## config.mk

```make
export PLATFORM = sky130hd
export DESIGN_NAME = viterbi_acs_array
export DESIGN_NICKNAME = d
export VERILOG_FILES = /design/src/rtl/viterbi_pkg.sv /design/src/rtl/viterbi_acs_array_sat_add.sv /design/src/rtl/viterbi_acs_array.sv
export SDC_FILE = /design/constraint.sdc
export NUM_CORES = 1
export LEC_CHECK = 0
export ABC_AREA = 1
export CELL_PAD_IN_SITES_DETAIL_PLACEMENT = 1
export CELL_PAD_IN_SITES_GLOBAL_PLACEMENT = 1
export CORE_MARGIN = 2
export CORE_UTILIZATION = 40
export CTS_CLUSTER_SIZE = 40
export DETAILED_ROUTE_END_ITERATION = 8
export PLACE_DENSITY_LB_ADDON = 0.3
export SLEW_MARGIN = 20
export SYNTH_ARGS = -nofsm -noshare
export SYNTH_HDL_FRONTEND = slang
export SYNTH_HIERARCHICAL = 1
export SYNTH_SLANG_ARGS = --single-unit
export TNS_END_PERCENT = 100
```

## constraint.sdc

```tcl
create_clock -name clk -period 7.9 [get_ports clk]
set_input_delay 0.79 -clock clk [delete_from_list [all_inputs] [get_ports clk]]
set_output_delay 0.79 -clock clk [all_outputs]
set_load 0.02 [all_outputs]
```

## src/rtl/viterbi_pkg.sv

```systemverilog
// Shared types and helpers for the Viterbi add-compare-select array.
package viterbi_pkg;

    localparam int PKG_W = 6;
    localparam int PKG_K = 3;

    typedef logic [PKG_K-2:0] state_idx_t;
    typedef logic [PKG_W-1:0] metric_t;

    // Codeword {c0,c1} emitted when the encoder register holds state_reg.
    function automatic logic [1:0] codeword(input logic [31:0] state_reg,
                                            input logic [31:0] g0,
                                            input logic [31:0] g1);
        return {^(state_reg & g0), ^(state_reg & g1)};
    endfunction

    // All-ones value of a w-bit metric, used as the saturation ceiling.
    function automatic logic [31:0] sat_max(input int unsigned w);
        return (w >= 32'd32) ? 32'hFFFF_FFFF : ((32'd1 << w) - 32'd1);
    endfunction

endpackage

```

## src/rtl/viterbi_acs_array_sat_add.sv

```systemverilog
// Unsigned saturating adder: W-bit path metric plus BMW-bit branch metric.
module sat_add
    import viterbi_pkg::*;
#(
    parameter int W   = 6,
    parameter int BMW = 3
) (
    input  logic [W-1:0]   a,
    input  logic [BMW-1:0] b,
    output logic [W-1:0]   sum
);

    localparam logic [W-1:0] SAT_MAX = W'(sat_max(W));

    logic [W:0] full_s;

    assign full_s = {1'b0, a} + (W+1)'(b);
    assign sum    = full_s[W] ? SAT_MAX : full_s[W-1:0];

endmodule

```

## src/rtl/viterbi_acs_array.sv

```systemverilog
// Registered add-compare-select array with metric normalisation and best-state search.
module viterbi_acs_array
    import viterbi_pkg::*;
#(
    parameter int             W          = 6,
    parameter int             BMW        = 3,
    parameter int             K          = 3,
    parameter logic [K-1:0]   G0         = 3'b111,
    parameter logic [K-1:0]   G1         = 3'b101,
    parameter int             INIT_OTHER = (1 << (W-1)) - 1,
    localparam int            NS         = 1 << (K-1)
) (
    input  logic              clk,
    input  logic              reset,
    input  logic              start,
    input  logic              in_valid,
    input  logic [4*BMW-1:0]  bm,
    output logic              out_valid,
    output logic [NS-1:0]     dec,
    output logic [K-2:0]      best_state,
    output logic              norm,
    output logic [NS*W-1:0]   pm,
    output logic [15:0]       step_count
);

    localparam logic [W-1:0] INIT_M = W'(INIT_OTHER);

    logic [W-1:0]  pm_r        [NS];
    logic [W-1:0]  init_pm_s   [NS];
    logic [W-1:0]  base_pm_s   [NS];
    logic [W-1:0]  cand0_s     [NS];
    logic [W-1:0]  cand1_s     [NS];
    logic [W-1:0]  new_pm_s    [NS];
    logic [W-1:0]  norm_pm_s   [NS];
    logic [NS-1:0] dec_s;
    logic [NS-1:0] msb_s;
    logic          all_msb_s;
    logic [W-1:0]  min_val_s;
    logic [K-2:0]  best_s;

    // Initial metrics and the metrics a step starts from (start reloads them first).
    always_comb begin
        for (int s = 0; s < NS; s++) begin
            init_pm_s[s] = (s == 0) ? '0 : INIT_M;
            base_pm_s[s] = start ? init_pm_s[s] : pm_r[s];
        end
    end

    for (genvar s = 0; s < NS; s++) begin : g_acs
        localparam int P0  = 2 * (s % (NS/2));
        localparam int U   = (s >> (K-2)) & 1;
        localparam int CW0 = int'(codeword(32'((U << (K-1)) | P0),     32'(G0), 32'(G1)));
        localparam int CW1 = int'(codeword(32'((U << (K-1)) | (P0+1)), 32'(G0), 32'(G1)));

        sat_add #(.W(W), .BMW(BMW)) u_add0 (
            .a   (base_pm_s[P0]),
            .b   (bm[CW0*BMW +: BMW]),
            .sum (cand0_s[s])
        );

        sat_add #(.W(W), .BMW(BMW)) u_add1 (
            .a   (base_pm_s[P0+1]),
            .b   (bm[CW1*BMW +: BMW]),
            .sum (cand1_s[s])
        );

        // Strict compare so the even predecessor wins ties.
        assign dec_s[s]     = (cand1_s[s] < cand0_s[s]);
        assign new_pm_s[s]  = dec_s[s] ? cand1_s[s] : cand0_s[s];
        assign msb_s[s]     = new_pm_s[s][W-1];
        assign norm_pm_s[s] = all_msb_s ? {1'b0, new_pm_s[s][W-2:0]} : new_pm_s[s];
        assign pm[s*W +: W] = pm_r[s];
    end

    assign all_msb_s = &msb_s;

    // Minimum search over normalised metrics; lowest index kept on ties.
    always_comb begin
        min_val_s = norm_pm_s[0];
        best_s    = '0;
        for (int s = 1; s < NS; s++) begin
            best_s    = (norm_pm_s[s] < min_val_s) ? (K-1)'(s) : best_s;
            min_val_s = (norm_pm_s[s] < min_val_s) ? norm_pm_s[s] : min_val_s;
        end
    end

    // Metric, decision and step-counter registers.
    always_ff @(posedge clk) begin
        if (reset) begin
            for (int s = 0; s < NS; s++) pm_r[s] <= init_pm_s[s];
            step_count <= 16'd0;
            out_valid  <= 1'b0;
            dec        <= '0;
            best_state <= '0;
            norm       <= 1'b0;
        end else if (in_valid) begin
            for (int s = 0; s < NS; s++) pm_r[s] <= norm_pm_s[s];
            if (start) begin
                step_count <= 16'd1;
            end else begin
                step_count <= (step_count == 16'hFFFF) ? 16'hFFFF : step_count + 16'd1;
            end
            out_valid  <= 1'b1;
            dec        <= dec_s;
            best_state <= best_s;
            norm       <= all_msb_s;
        end else if (start) begin
            for (int s = 0; s < NS; s++) pm_r[s] <= init_pm_s[s];
            step_count <= 16'd0;
            out_valid  <= 1'b0;
            dec        <= '0;
            best_state <= '0;
            norm       <= 1'b0;
        end else begin
            out_valid  <= 1'b0;
        end
    end

endmodule

```

==> flow_metrics.env <==
export IMPL_setup_viol=0
export IMPL_crit_required_ns=8.13
export IMPL_start_util=0.410
export IMPL_finalSetupTns_ns=0
export IMPL_clk_pin_slew_ns=0.06
export IMPL_hold_class="flop to flop"
export IMPL_report_final_hold_viol_count=0
export IMPL_finalCriticalPeriod_ns=7.25
export IMPL_cpMaxStageDelayCell="clkdlybuf4s50_1"
export IMPL_fp_dieH_microns=118
export IMPL_synthFlopType="dfxtp_1"
export IMPL_slowest_delay_ns=0.45
export IMPL_cts_sinks=48
export IMPL_finalMaxSlewViolations=0
export IMPL_maxCapViolCount=0
export IMPL_die_w_microns=118
export IMPL_cp_arrival_ns=7.49
export IMPL_synth_nets=924
export IMPL_h_tree_depth=2
export IMPL_power_density_mw_per_mm2=352
export IMPL_antenna_found_initial=0
export IMPL_skew_ns=0.00765
export IMPL_cts_root_buf="clkbuf_16"
export IMPL_antenna_cells=0
export IMPL_r2r_start="pm_r[1][0]"
export IMPL_ys_warn_count=6
export IMPL_drtIter0Drc=247
export IMPL_regArea_sq_mm=0.00108
export IMPL_row_count=41
export IMPL_use_met3=0.0344
export IMPL_drc_errors=0
export IMPL_holdCritStartpoint="dec[0]"
export IMPL_clkPwrFrac=0.104
export IMPL_dp_hpwl_microns=14000
export IMPL_async_flop_share=0
export IMPL_hold_depth=2
export IMPL_fin_crit_sh=0.918
export IMPL_cellInternalPower_uw=988
export IMPL_switching_power_uw=1180
export IMPL_fin_nets=982
export IMPL_worstSetupPathType="input pin to flop"
export IMPL_dr_total_vias=5502
export IMPL_ir_worst_vdd_mv=0.166
export IMPL_crit_path_end_kind="flop"
export IMPL_grt_max_degree=30
export IMPL_grt_pass1_vias=5943
export IMPL_place_ws_ns=0.284
export IMPL_grt_usage=0.242
export IMPL_first_pass_iters=4
export IMPL_core_area_sq_mm=0.0127
export IMPL_maxClockFrequency_mhz=138
export IMPL_reg2reg_to="best_state[1]"
export IMPL_worst_pin_slew_ns=0.870
export IMPL_slew_limit_headroom=0.418
export IMPL_multi_input_area_sq_mm=0.00347
export IMPL_clock_path_buffers=2
export IMPL_crit_fanout=29
export IMPL_syn_area_sq_mm=0.00520
export IMPL_clk_insertion_delay_late_ns=0.29
export IMPL_wirelength_microns=16600
export IMPL_numCtsBuffers=5
export IMPL_drive_gt1_frac=0.0733
export IMPL_cp_start_kind="input pin"
export IMPL_p_seq_frac=0.148
export IMPL_cts_tree="done"
export IMPL_r2r_worst_path_cells=37
export IMPL_grt_pass1_wl_microns=28000
export IMPL_netlist_instances=841
export IMPL_grt_busiest_layer="met2"
export IMPL_p_sw_frac=0.544
export IMPL_synth_edff_count=12
export IMPL_rrSetupSlack_ns=1.37
export IMPL_dieArea_sq_mm=0.0139
export IMPL_rsz0062_at_grt="false"
export IMPL_grt_use_met1=0.292
export IMPL_critPathMostFrequentCell="nand2_1"
export IMPL_avgViaCountPerCell=5.13
export IMPL_ioPinCount=64
export IMPL_grt_overflow=0
export IMPL_worst_slack_ns=0.648
export IMPL_wl_per_cell_microns=15.5
export IMPL_portBuffers=63
export IMPL_min_to="dec[0]"
export IMPL_syn_avg_cell_area_sq_um=6.18
export IMPL_fill_cells=1752
export IMPL_grt_util_met2=0.444
export IMPL_total_leakage_power_uw=0.00320
export IMPL_cts_setup_buffers=0
export IMPL_area_delta_synth_final_pct=18.6
export IMPL_status="complete, no violations"
export IMPL_routabilityCongestion=0.967
export IMPL_ant_nets=0
export IMPL_combPwrFrac=0.748
export IMPL_ys_ff_latch=48
export IMPL_synthDistinctLibCells=34
export IMPL_seq_area_frac_synth=0.208
-- through the flow --
stage	total power [uW]	instances	utilization	instance area (sq um)	hold slack [ns]
4_1_cts	2150	1072	0.486	6160	0.474
3_3_place_gp	1790	1064	0.474	6010	0.455
5_1_grt	2420	1072	0.487	6170	0.517
3_5_place_dp	1910	1064	0.474	6010	0.458
6_report	2170	1072	0.487	6170	0.473
2_1_floorplan	1480	841	-	5200	0.529
-- cell usage in the layout, fill, tap and decap left out, types with 4 or more instances in the layout --
cell	n
nor2_1	60
inv_1	153
a21oi_1	21
o21ai_1	11
xor2_1	9
nor3_1	4
edfxtp_1	12
ha_1	59
or2_2	16
nand2_2	32
o22ai_1	15
nand2_1	257
clkdlybuf4s50_1	63
nand3_1	58
o21ai_0	47
fa_1	8
clkbuf_16	5
dfxtp_1	36
-- final cells by class --
| type | count | area share |
|---|---|---|
| clock buffer | 7 | 0.0231 |
| clock inverter | 1 | 0.00142 |
| inverter | 156 | 0.0950 |
| multi-input combinational | 622 | 0.562 |
| sequential | 48 | 0.175 |
| tap | 172 | 0.0349 |
| timing repair buffer | 66 | 0.108 |
-- synth_stat cells, types with 3 or more instances --
cell | count | area share
nand2_1 | 259 | 0.19
a21oi_1 | 21 | 0.020
o21ai_0 | 50 | 0.048
or2_2 | 16 | 0.019
o21ai_1 | 8 | 0.0077
edfxtp_1 | 12 | 0.069
inv_1 | 153 | 0.11
nand2_2 | 30 | 0.036
dfxtp_1 | 36 | 0.14
a31oi_1 | 3 | 0.0036
nor2_2 | 3 | 0.0036
o22ai_1 | 15 | 0.018
nand3b_1 | 3 | 0.0043
nor3_1 | 4 | 0.0039
fa_1 | 8 | 0.031
ha_1 | 59 | 0.14
nand3_1 | 58 | 0.056
xor2_1 | 9 | 0.015
nor2_1 | 60 | 0.043
clkbuf_1 | 12 | 0.0087
-- critical path: cells and delay by family --
kind	cells	cell delay (ns)
buf+inv	4	0.85
compound gates	7	1.44
simple gates	22	2.48
fa+ha+maj	6	1.89
-- routing by layer --
layer,routed length (microns),vias to the layer above
met3,600,32
met4,359,0
met2,8250,102
met5,0,-
met1,7410,2601
li1,-,2767
-- logic make-up after synthesis --
| group | synth area share |
|---|---|
| adders and majority gates | 0.173 |
| and+or+nand+nor | 0.359 |
| DFF | 0.208 |
| AOI/OAI and AO/OA | 0.119 |
| xor gates and xnor gates | 0.0152 |
| buffers and inverters | 0.126 |
-- flip-flops by register name (all words and copies together) (netlist names) --
name,flops
step_count,16
dec,4
norm,1
best_state,2
out_valid,1
pm_r,24
-- power groups by stage --
stage	sequential (uW)	combinational [uW]	clock [uW]
final	321	1620	225
after global routing	327	1860	237
after CTS	322	1600	228
after detailed placement	327	1580	0
after global placement	325	1470	0
after floorplan	361	1120	0
-- worst max path at each step --
| stage | start | endpoint | slack, ns | cells past startpoint |
|---|---|---|---|---|
| after global routing | start | best_state[1] | 0.05 | 40 |
| after floorplan | start | best_state[1] | 1.25 | 43 |
| after detailed placement | start | best_state[1] | 0.28 | 36 |
| after global placement | start | best_state[1] | 0.69 | 36 |
| after CTS | start | best_state[1] | 0.51 | 36 |
| final | start | best_state[1] | 0.65 | 39 |
-- repair_timing --
item                                    4_1_cts  5_1_grt
gates resized for setup                       0        4
hold buffers                                  0        0
endpoints found under the setup margin        0        2
Power figures use the tool's default switching activity.
